==> src/rtl/pc_unit_if.sv <==
// Request/status bundle between the fetch stage and the program-counter unit.
interface pc_unit_if #(
    parameter int WIDTH     = 64,
    parameter int RAS_DEPTH = 4
);
    localparam int CNT_W = $clog2(RAS_DEPTH + 1);

    logic             stall;
    logic             redirect_en;
    logic [WIDTH-1:0] redirect_target;
    logic             call_en;
    logic             ret_en;
    logic             halt;
    logic             resume;
    logic [WIDTH-1:0] pc;
    logic             pc_valid;
    logic [CNT_W-1:0] ras_count;
    logic             ras_overflow;
    logic             ras_underflow;
    logic             misalign_fault;

    modport master (
        output stall, redirect_en, redirect_target, call_en, ret_en, halt, resume,
        input  pc, pc_valid, ras_count, ras_overflow, ras_underflow, misalign_fault
    );

    modport slave (
        input  stall, redirect_en, redirect_target, call_en, ret_en, halt, resume,
        output pc, pc_valid, ras_count, ras_overflow, ras_underflow, misalign_fault
    );
endinterface

==> src/rtl/pc_unit.sv <==
// Program counter with stall, prioritised redirect, halt/resume FSM and a return-address stack.
// Optional build macro PC_ALIGN_CHECK_EN: force redirect targets onto a STEP boundary and flag it.
module pc_unit #(
    parameter int               WIDTH        = 64,
    parameter int               STEP         = 4,
    parameter logic [WIDTH-1:0] RESET_VECTOR = '0,
    parameter int               RAS_DEPTH    = 4
) (
    input logic        clock,
    input logic        reset_n,
    pc_unit_if.slave   bus
);
    localparam int               PTR_W      = $clog2(RAS_DEPTH);
    localparam int               CNT_W      = $clog2(RAS_DEPTH + 1);
    localparam logic [WIDTH-1:0] STEP_W     = WIDTH'(STEP);
    localparam logic [WIDTH-1:0] ALIGN_MASK = WIDTH'(STEP - 1);

    typedef enum logic [1:0] {BOOT, RUN, HALT} state_t;

    state_t           state_reg, state_next;
    logic [WIDTH-1:0] pc_reg, pc_next;
    logic [PTR_W-1:0] top_reg, top_next;
    logic [CNT_W-1:0] count_reg, count_next;
    logic             ovf_reg, ovf_next;
    logic             unf_reg, unf_next;
    logic             fault_reg, fault_next;
    logic             push, pop;
    logic [WIDTH-1:0] pc_seq;
    logic [WIDTH-1:0] target_eff;
    logic             target_misaligned;

    logic [WIDTH-1:0] ras_mem [RAS_DEPTH];

    assign pc_seq = pc_reg + STEP_W;

`ifdef PC_ALIGN_CHECK_EN
    assign target_misaligned = |(bus.redirect_target & ALIGN_MASK);
    assign target_eff        = bus.redirect_target & ~ALIGN_MASK;
`else
    assign target_misaligned = 1'b0;
    assign target_eff        = bus.redirect_target;
`endif

    always_comb begin
        state_next = state_reg;
        pc_next    = pc_reg;
        push       = 1'b0;
        pop        = 1'b0;
        unf_next   = unf_reg;
        fault_next = 1'b0;
        case (state_reg)
            BOOT: state_next = RUN;
            RUN: begin
                if (bus.halt) state_next = HALT;
                if (bus.redirect_en) begin
                    pc_next    = target_eff;
                    fault_next = target_misaligned;
                    push       = bus.call_en;
                end else if (bus.ret_en && count_reg != '0) begin
                    pc_next = ras_mem[top_reg];
                    pop     = 1'b1;
                end else begin
                    // An empty-stack return is flagged, then behaves like a plain cycle.
                    if (bus.ret_en) unf_next = 1'b1;
                    if (!bus.stall) pc_next = pc_seq;
                end
            end
            HALT: begin
                if (bus.resume && !bus.halt) state_next = RUN;
            end
            default: state_next = BOOT;
        endcase
    end

    always_comb begin
        top_next   = top_reg;
        count_next = count_reg;
        ovf_next   = ovf_reg;
        if (push) begin
            // Full stack: the new entry lands on the oldest slot of the ring.
            top_next = top_reg + PTR_W'(1);
            if (count_reg == CNT_W'(RAS_DEPTH)) ovf_next = 1'b1;
            else                                count_next = count_reg + CNT_W'(1);
        end else if (pop) begin
            top_next   = top_reg - PTR_W'(1);
            count_next = count_reg - CNT_W'(1);
        end
    end

    always_ff @(posedge clock or negedge reset_n) begin
        if (!reset_n) begin
            state_reg <= BOOT;
            pc_reg    <= RESET_VECTOR;
            top_reg   <= '0;
            count_reg <= '0;
            ovf_reg   <= 1'b0;
            unf_reg   <= 1'b0;
            fault_reg <= 1'b0;
        end else begin
            state_reg <= state_next;
            pc_reg    <= pc_next;
            top_reg   <= top_next;
            count_reg <= count_next;
            ovf_reg   <= ovf_next;
            unf_reg   <= unf_next;
            fault_reg <= fault_next;
        end
    end

    // Entries carry no reset; count alone decides which ones are live.
    always_ff @(posedge clock) begin
        if (push) ras_mem[top_next] <= pc_seq;
    end

    assign bus.pc             = pc_reg;
    assign bus.pc_valid       = (state_reg == RUN);
    assign bus.ras_count      = count_reg;
    assign bus.ras_overflow   = ovf_reg;
    assign bus.ras_underflow  = unf_reg;
    assign bus.misalign_fault = fault_reg;
endmodule

==> src/flat_wrapper.sv <==
// flat-port wrapper written by rule: the top's interface ports become plain ports
module pc_unit_flat 
#(
    parameter int               WIDTH        = 64,
    parameter int               STEP         = 4,
    parameter logic [WIDTH-1:0] RESET_VECTOR = '0,
    parameter int               RAS_DEPTH    = 4
)
  (clock, reset_n, bus_stall, bus_redirect_en, bus_redirect_target, bus_call_en, bus_ret_en, bus_halt, bus_resume, bus_pc, bus_pc_valid, bus_ras_count, bus_ras_overflow, bus_ras_underflow, bus_misalign_fault);
  pc_unit_if #(.WIDTH(WIDTH), .RAS_DEPTH(RAS_DEPTH)) bus_i ();
  input logic clock;
  input logic reset_n;
  input wire logic [$bits(bus_i.stall)-1:0] bus_stall;
  input wire logic [$bits(bus_i.redirect_en)-1:0] bus_redirect_en;
  input wire logic [$bits(bus_i.redirect_target)-1:0] bus_redirect_target;
  input wire logic [$bits(bus_i.call_en)-1:0] bus_call_en;
  input wire logic [$bits(bus_i.ret_en)-1:0] bus_ret_en;
  input wire logic [$bits(bus_i.halt)-1:0] bus_halt;
  input wire logic [$bits(bus_i.resume)-1:0] bus_resume;
  output wire logic [$bits(bus_i.pc)-1:0] bus_pc;
  output wire logic [$bits(bus_i.pc_valid)-1:0] bus_pc_valid;
  output wire logic [$bits(bus_i.ras_count)-1:0] bus_ras_count;
  output wire logic [$bits(bus_i.ras_overflow)-1:0] bus_ras_overflow;
  output wire logic [$bits(bus_i.ras_underflow)-1:0] bus_ras_underflow;
  output wire logic [$bits(bus_i.misalign_fault)-1:0] bus_misalign_fault;
  assign bus_i.stall = bus_stall;
  assign bus_i.redirect_en = bus_redirect_en;
  assign bus_i.redirect_target = bus_redirect_target;
  assign bus_i.call_en = bus_call_en;
  assign bus_i.ret_en = bus_ret_en;
  assign bus_i.halt = bus_halt;
  assign bus_i.resume = bus_resume;
  assign bus_pc = bus_i.pc;
  assign bus_pc_valid = bus_i.pc_valid;
  assign bus_ras_count = bus_i.ras_count;
  assign bus_ras_overflow = bus_i.ras_overflow;
  assign bus_ras_underflow = bus_i.ras_underflow;
  assign bus_misalign_fault = bus_i.misalign_fault;
  pc_unit #(.WIDTH(WIDTH), .STEP(STEP), .RESET_VECTOR(RESET_VECTOR), .RAS_DEPTH(RAS_DEPTH)) u_core (.clock(clock), .reset_n(reset_n), .bus(bus_i));
endmodule
==> config.mk <==
export PLATFORM = sky130hd
export DESIGN_NAME = pc_unit_flat
export DESIGN_NICKNAME = d
export VERILOG_FILES = /design/src/rtl/pc_unit_if.sv /design/src/rtl/pc_unit.sv /design/src/flat_wrapper.sv
export SDC_FILE = /design/constraint.sdc
export NUM_CORES = 1
export LEC_CHECK = 0
export ABC_AREA = 1
export BUFFER_PORTS_ARGS = -buffer_cell sky130_fd_sc_hd__buf_2
export CORE_MARGIN = 1.5
export CORE_UTILIZATION = 45
export CTS_CLUSTER_SIZE = 30
export DETAILED_ROUTE_END_ITERATION = 6
export GPL_ROUTABILITY_DRIVEN = 0
export GPL_TIMING_DRIVEN = 1
export MAX_ROUTING_LAYER = met4
export PLACE_DENSITY = 0.75
export SETUP_SLACK_MARGIN = 0.2
export SLEW_MARGIN = 20
export SYNTH_ARGS = -nofsm -noshare
export SYNTH_HDL_FRONTEND = slang
export SYNTH_SLANG_ARGS = --single-unit
==> constraint.sdc <==
create_clock -name clock -period 7.8 [get_ports clock]
set_input_delay 1.17 -clock clock [delete_from_list [all_inputs] [get_ports clock]]
set_output_delay 1.17 -clock clock [all_outputs]
set_load 0.05 [all_outputs]
==> summary.txt <==
Global routing
  – Largest net degree at the start of global routing: 74
  – GR Layer Usage met1: 30.46%
  – GRT met3 Usage: 3.408%
  – Initial antenna violation count: 2
  – Congestion Overflow GR: 0
  – Met2 Use GR: 38.87%
  – Vias in the first global route: roughly 12,000
  – Total track usage: around a quarter
  – Most Used Layer, Global Route: met2
  – First-pass GRT wire length: 64,300 µm

Critical path
  – Crit end category: register
  – Worst Path Arrival: 3.84 ns
  – CP Launch Type: input pin
  – Worst Setup SP: bus_redirect_en
  – Worst flop-to-flop path startpoint: u_core.top_reg[0]
  – CP max FO: 67
  – Crit Path Category: in2reg
  – CP required: 7.99 ns

Timing
  – Worst Setup Slack, final: 4.145 ns
  – Clock Skews: 0.02051 ns
  – Slew at the pin with the worst max-slew slack: 1.040 ns
  – Fin crit share: 46.86%
  – Final min period: ~3.7 ns
  – Slew Viols, Final: 0
  – RSZ-0062 raised after global routing: false
  – Max Freq: 273.6 MHz
  – Setup TNS Final: 0 ns
  – Hold violation count in the final report: 0
  – Final setup viols: 0
  – Rel. slew slack: 30.67%

Pwr
  – Final Power: between 7000 and 8000 µW
  – PwrDens: 420.0 nW/µm²
  – Peak VDD IR: 240.5 µV
  – Leakage Power: 0.006819 µW

Logic synthesis
  – Avg Inst Size Synth: ~9.6 µm²
  – Post-synth EDFFs: 256
  – Register area share after synthesis: 61.44%
  – Yosys warning count: 0
  – Synth Register Bits: 329
  – Synth cell types: 42
  – Mapped Nets: 1,691
  – Cells after synthesis: 1,617
  – Post-synth top flop: edfxtp_1
  – FFs w/ async S/R, synth: 22.19%
  – Cell Area, Synth: 15,490 µm²

Clock network
  – CTS sink cnt: 329
  – Clock Tree Buf Depth: 3
  – Htree depth: 1
  – Root buf cell: clkbuf_16
  – Total CTS buffers: 30
  – Worst-path clk slew: about 0.060 ns
  – TritonCTS clock tree: done
  – Cts hold-fix bufs: 0
  – Cells resized by post-CTS repair: 0
  – Worst-skew pair later-pin latency: 0.57 ns
  – Number of setup buffers added after CTS: 0

Status
  – Status: finished clean

Route
  – Vias: 12,070
  – Antenna Violating Nets Remaining: 0
  – Initial DRC count: 1,295
  – Remaining routing DRC violations: 0
  – Wire length per cell: 18.84 µm
  – DRT Pass-1 Iters: 6
  – Total Wirelength: 41,440 µm
  – Via density per instance: 5.484

Floorplan
  – Core area: 33,700 µm²
  – Die width: around 190 µm
  – Die Span Y: between 150 and 200 µm
  – Rows: between 60 and 70
  – Initial Utilization: 45.95%
  – Die area: 35,540 µm²
  – IO Pins: 143

Cells and area
  – Final nets: 1,800
  – Register Area: 9519 µm²
  – Number of fill cells: 2,973
  – Max reg flops: 256
  – Share of cells above drive strength 1: 15.26%
  – P&R area growth vs syn: 13.40%
  – Multi-input logic area: roughly 5400 µm²

Job
  – Max Cap Viol: 0

Worst hold path
  – Hold path startpoint: u_core.state_reg[0]
  – Min-delay worst type: reg2reg

Placement
  – DP HPWL: 26,400 µm
  – IO buf count: roughly 140
  – Dpl ws: 3.587 ns
==> where the power goes <==
part,switching (µW),total (µW),internal [µW]
Combinational,2260,3050,782
Clock,621,1480,859
Sequential,433,2850,2420
==> synthesized netlist by cell type, types with 5 or more instances <==
cell type,instances,area share [%]
buf_1,5,0.12
xnor2_1,11,0.62
xor2_1,15,0.85
and2_1,7,0.28
nand3_1,34,1.1
nand2_2,15,0.61
xnor2_2,7,0.74
edfxtp_1,256,50
a21oi_1,38,1.2
inv_1,61,1.5
dfrtp_1,73,12
nor2_2,11,0.44
a22oi_1,13,0.63
buf_2,17,0.55
nand2_1,397,9.6
a31oi_1,16,0.65
clkbuf_1,51,1.2
nor2_1,326,7.9
o21ai_1,7,0.23
nor2_4,8,0.58
nand4_1,10,0.40
o21ai_0,140,4.5
o22ai_1,58,2.3
nand2_4,7,0.51
==> cell usage in the layout (no fill, tap or decap), types with 10 or more instances in the layout <==
master	Yosys	layout
nand4_1	10	10
clkbuf_1	51	12
nand2_2	15	16
o22ai_1	58	58
inv_1	61	59
nor2_2	11	11
xor2_1	15	15
nor2_4	8	11
nor2_1	326	323
buf_2	17	140
a21oi_1	38	38
clkbuf_16	0	31
nand2_1	397	396
xnor2_1	11	11
edfxtp_1	256	256
nand3_1	34	34
o21ai_0	140	140
a22oi_1	13	13
buf_4	4	13
a31oi_1	16	16
dfrtp_1	73	71
==> per-stage QoR <==
step / hold WS, ns / util (%) / instances / instance area, µm²
floorplan: 0.4348 / - / 1617 / 15490
global placement: 0.4483 / 49.15 / 2142 / 16560
detailed placement: 0.4542 / 49.15 / 2142 / 16560
CTS: 0.4643 / 52.09 / 2198 / 17550
global route: 0.4785 / 52.11 / 2200 / 17560
finish: 0.4638 / 52.11 / 2200 / 17560
==> final timing paths <==
check | to | slack [ns] | depth (start not counted)
max | u_core.ras_mem[0][62] | 4.14 | 7
min | u_core.state_reg[0] | 0.46 | 1
max reg2reg | u_core.bus.pc[17] | 4.39 | 8
min reg2reg | u_core.state_reg[0] | 0.46 | 1
max in group asynchronous | u_core.top_reg[0] | 6.54 | 1
min in group asynchronous | u_core.bus.pc[3] | 0.68 | 1
==> worst max-delay path, stage by stage <==
cell	delay, ns
buf_2	0.08
buf_4	0.58
nand3_2	0.29
inv_1	0.13
nand2_1	0.15
nor2_4	0.80
buf_4	0.59
==> cells by family (layout without fill, tap and decap cells) <==
| group | Yosys count | after routing | synth area share [%] |
|---|---|---|---|
| buffers and inverters | 142 | 275 | 3.676 |
| multiplexers | 1 | 1 | 0.07271 |
| AND/OR/NAND/NOR | 823 | 823 | 21.99 |
| flip-flops | 329 | 329 | 61.44 |
| adder cells (fa/ha/maj) | 2 | 2 | 0.2101 |
| AO/OA/AOI/OAI | 285 | 285 | 10.28 |
| XOR/XNOR | 34 | 34 | 2.311 |
| other | 1 | 3 | 0.02422 |
==> per-layer routing <==
layer  up-vias  part of all wire [%]
li1       5702                     -
met1      5704                    41
met2       554                    48
met3       105                   7.9
met4         0                   3.7
met5         -                     0
==> cell type report <==
type,instances,area share (%)
well taps,448,3.192
clock inverters,10,0.7267
multi-input cells,1146,30.93
inverters,65,1.396
diodes,2,0.02850
repair buffers,154,4.610
clock buffers,46,4.909
flip-flops and latches,329,54.20
No activity file was read; power rests on OpenSTA's default activity.
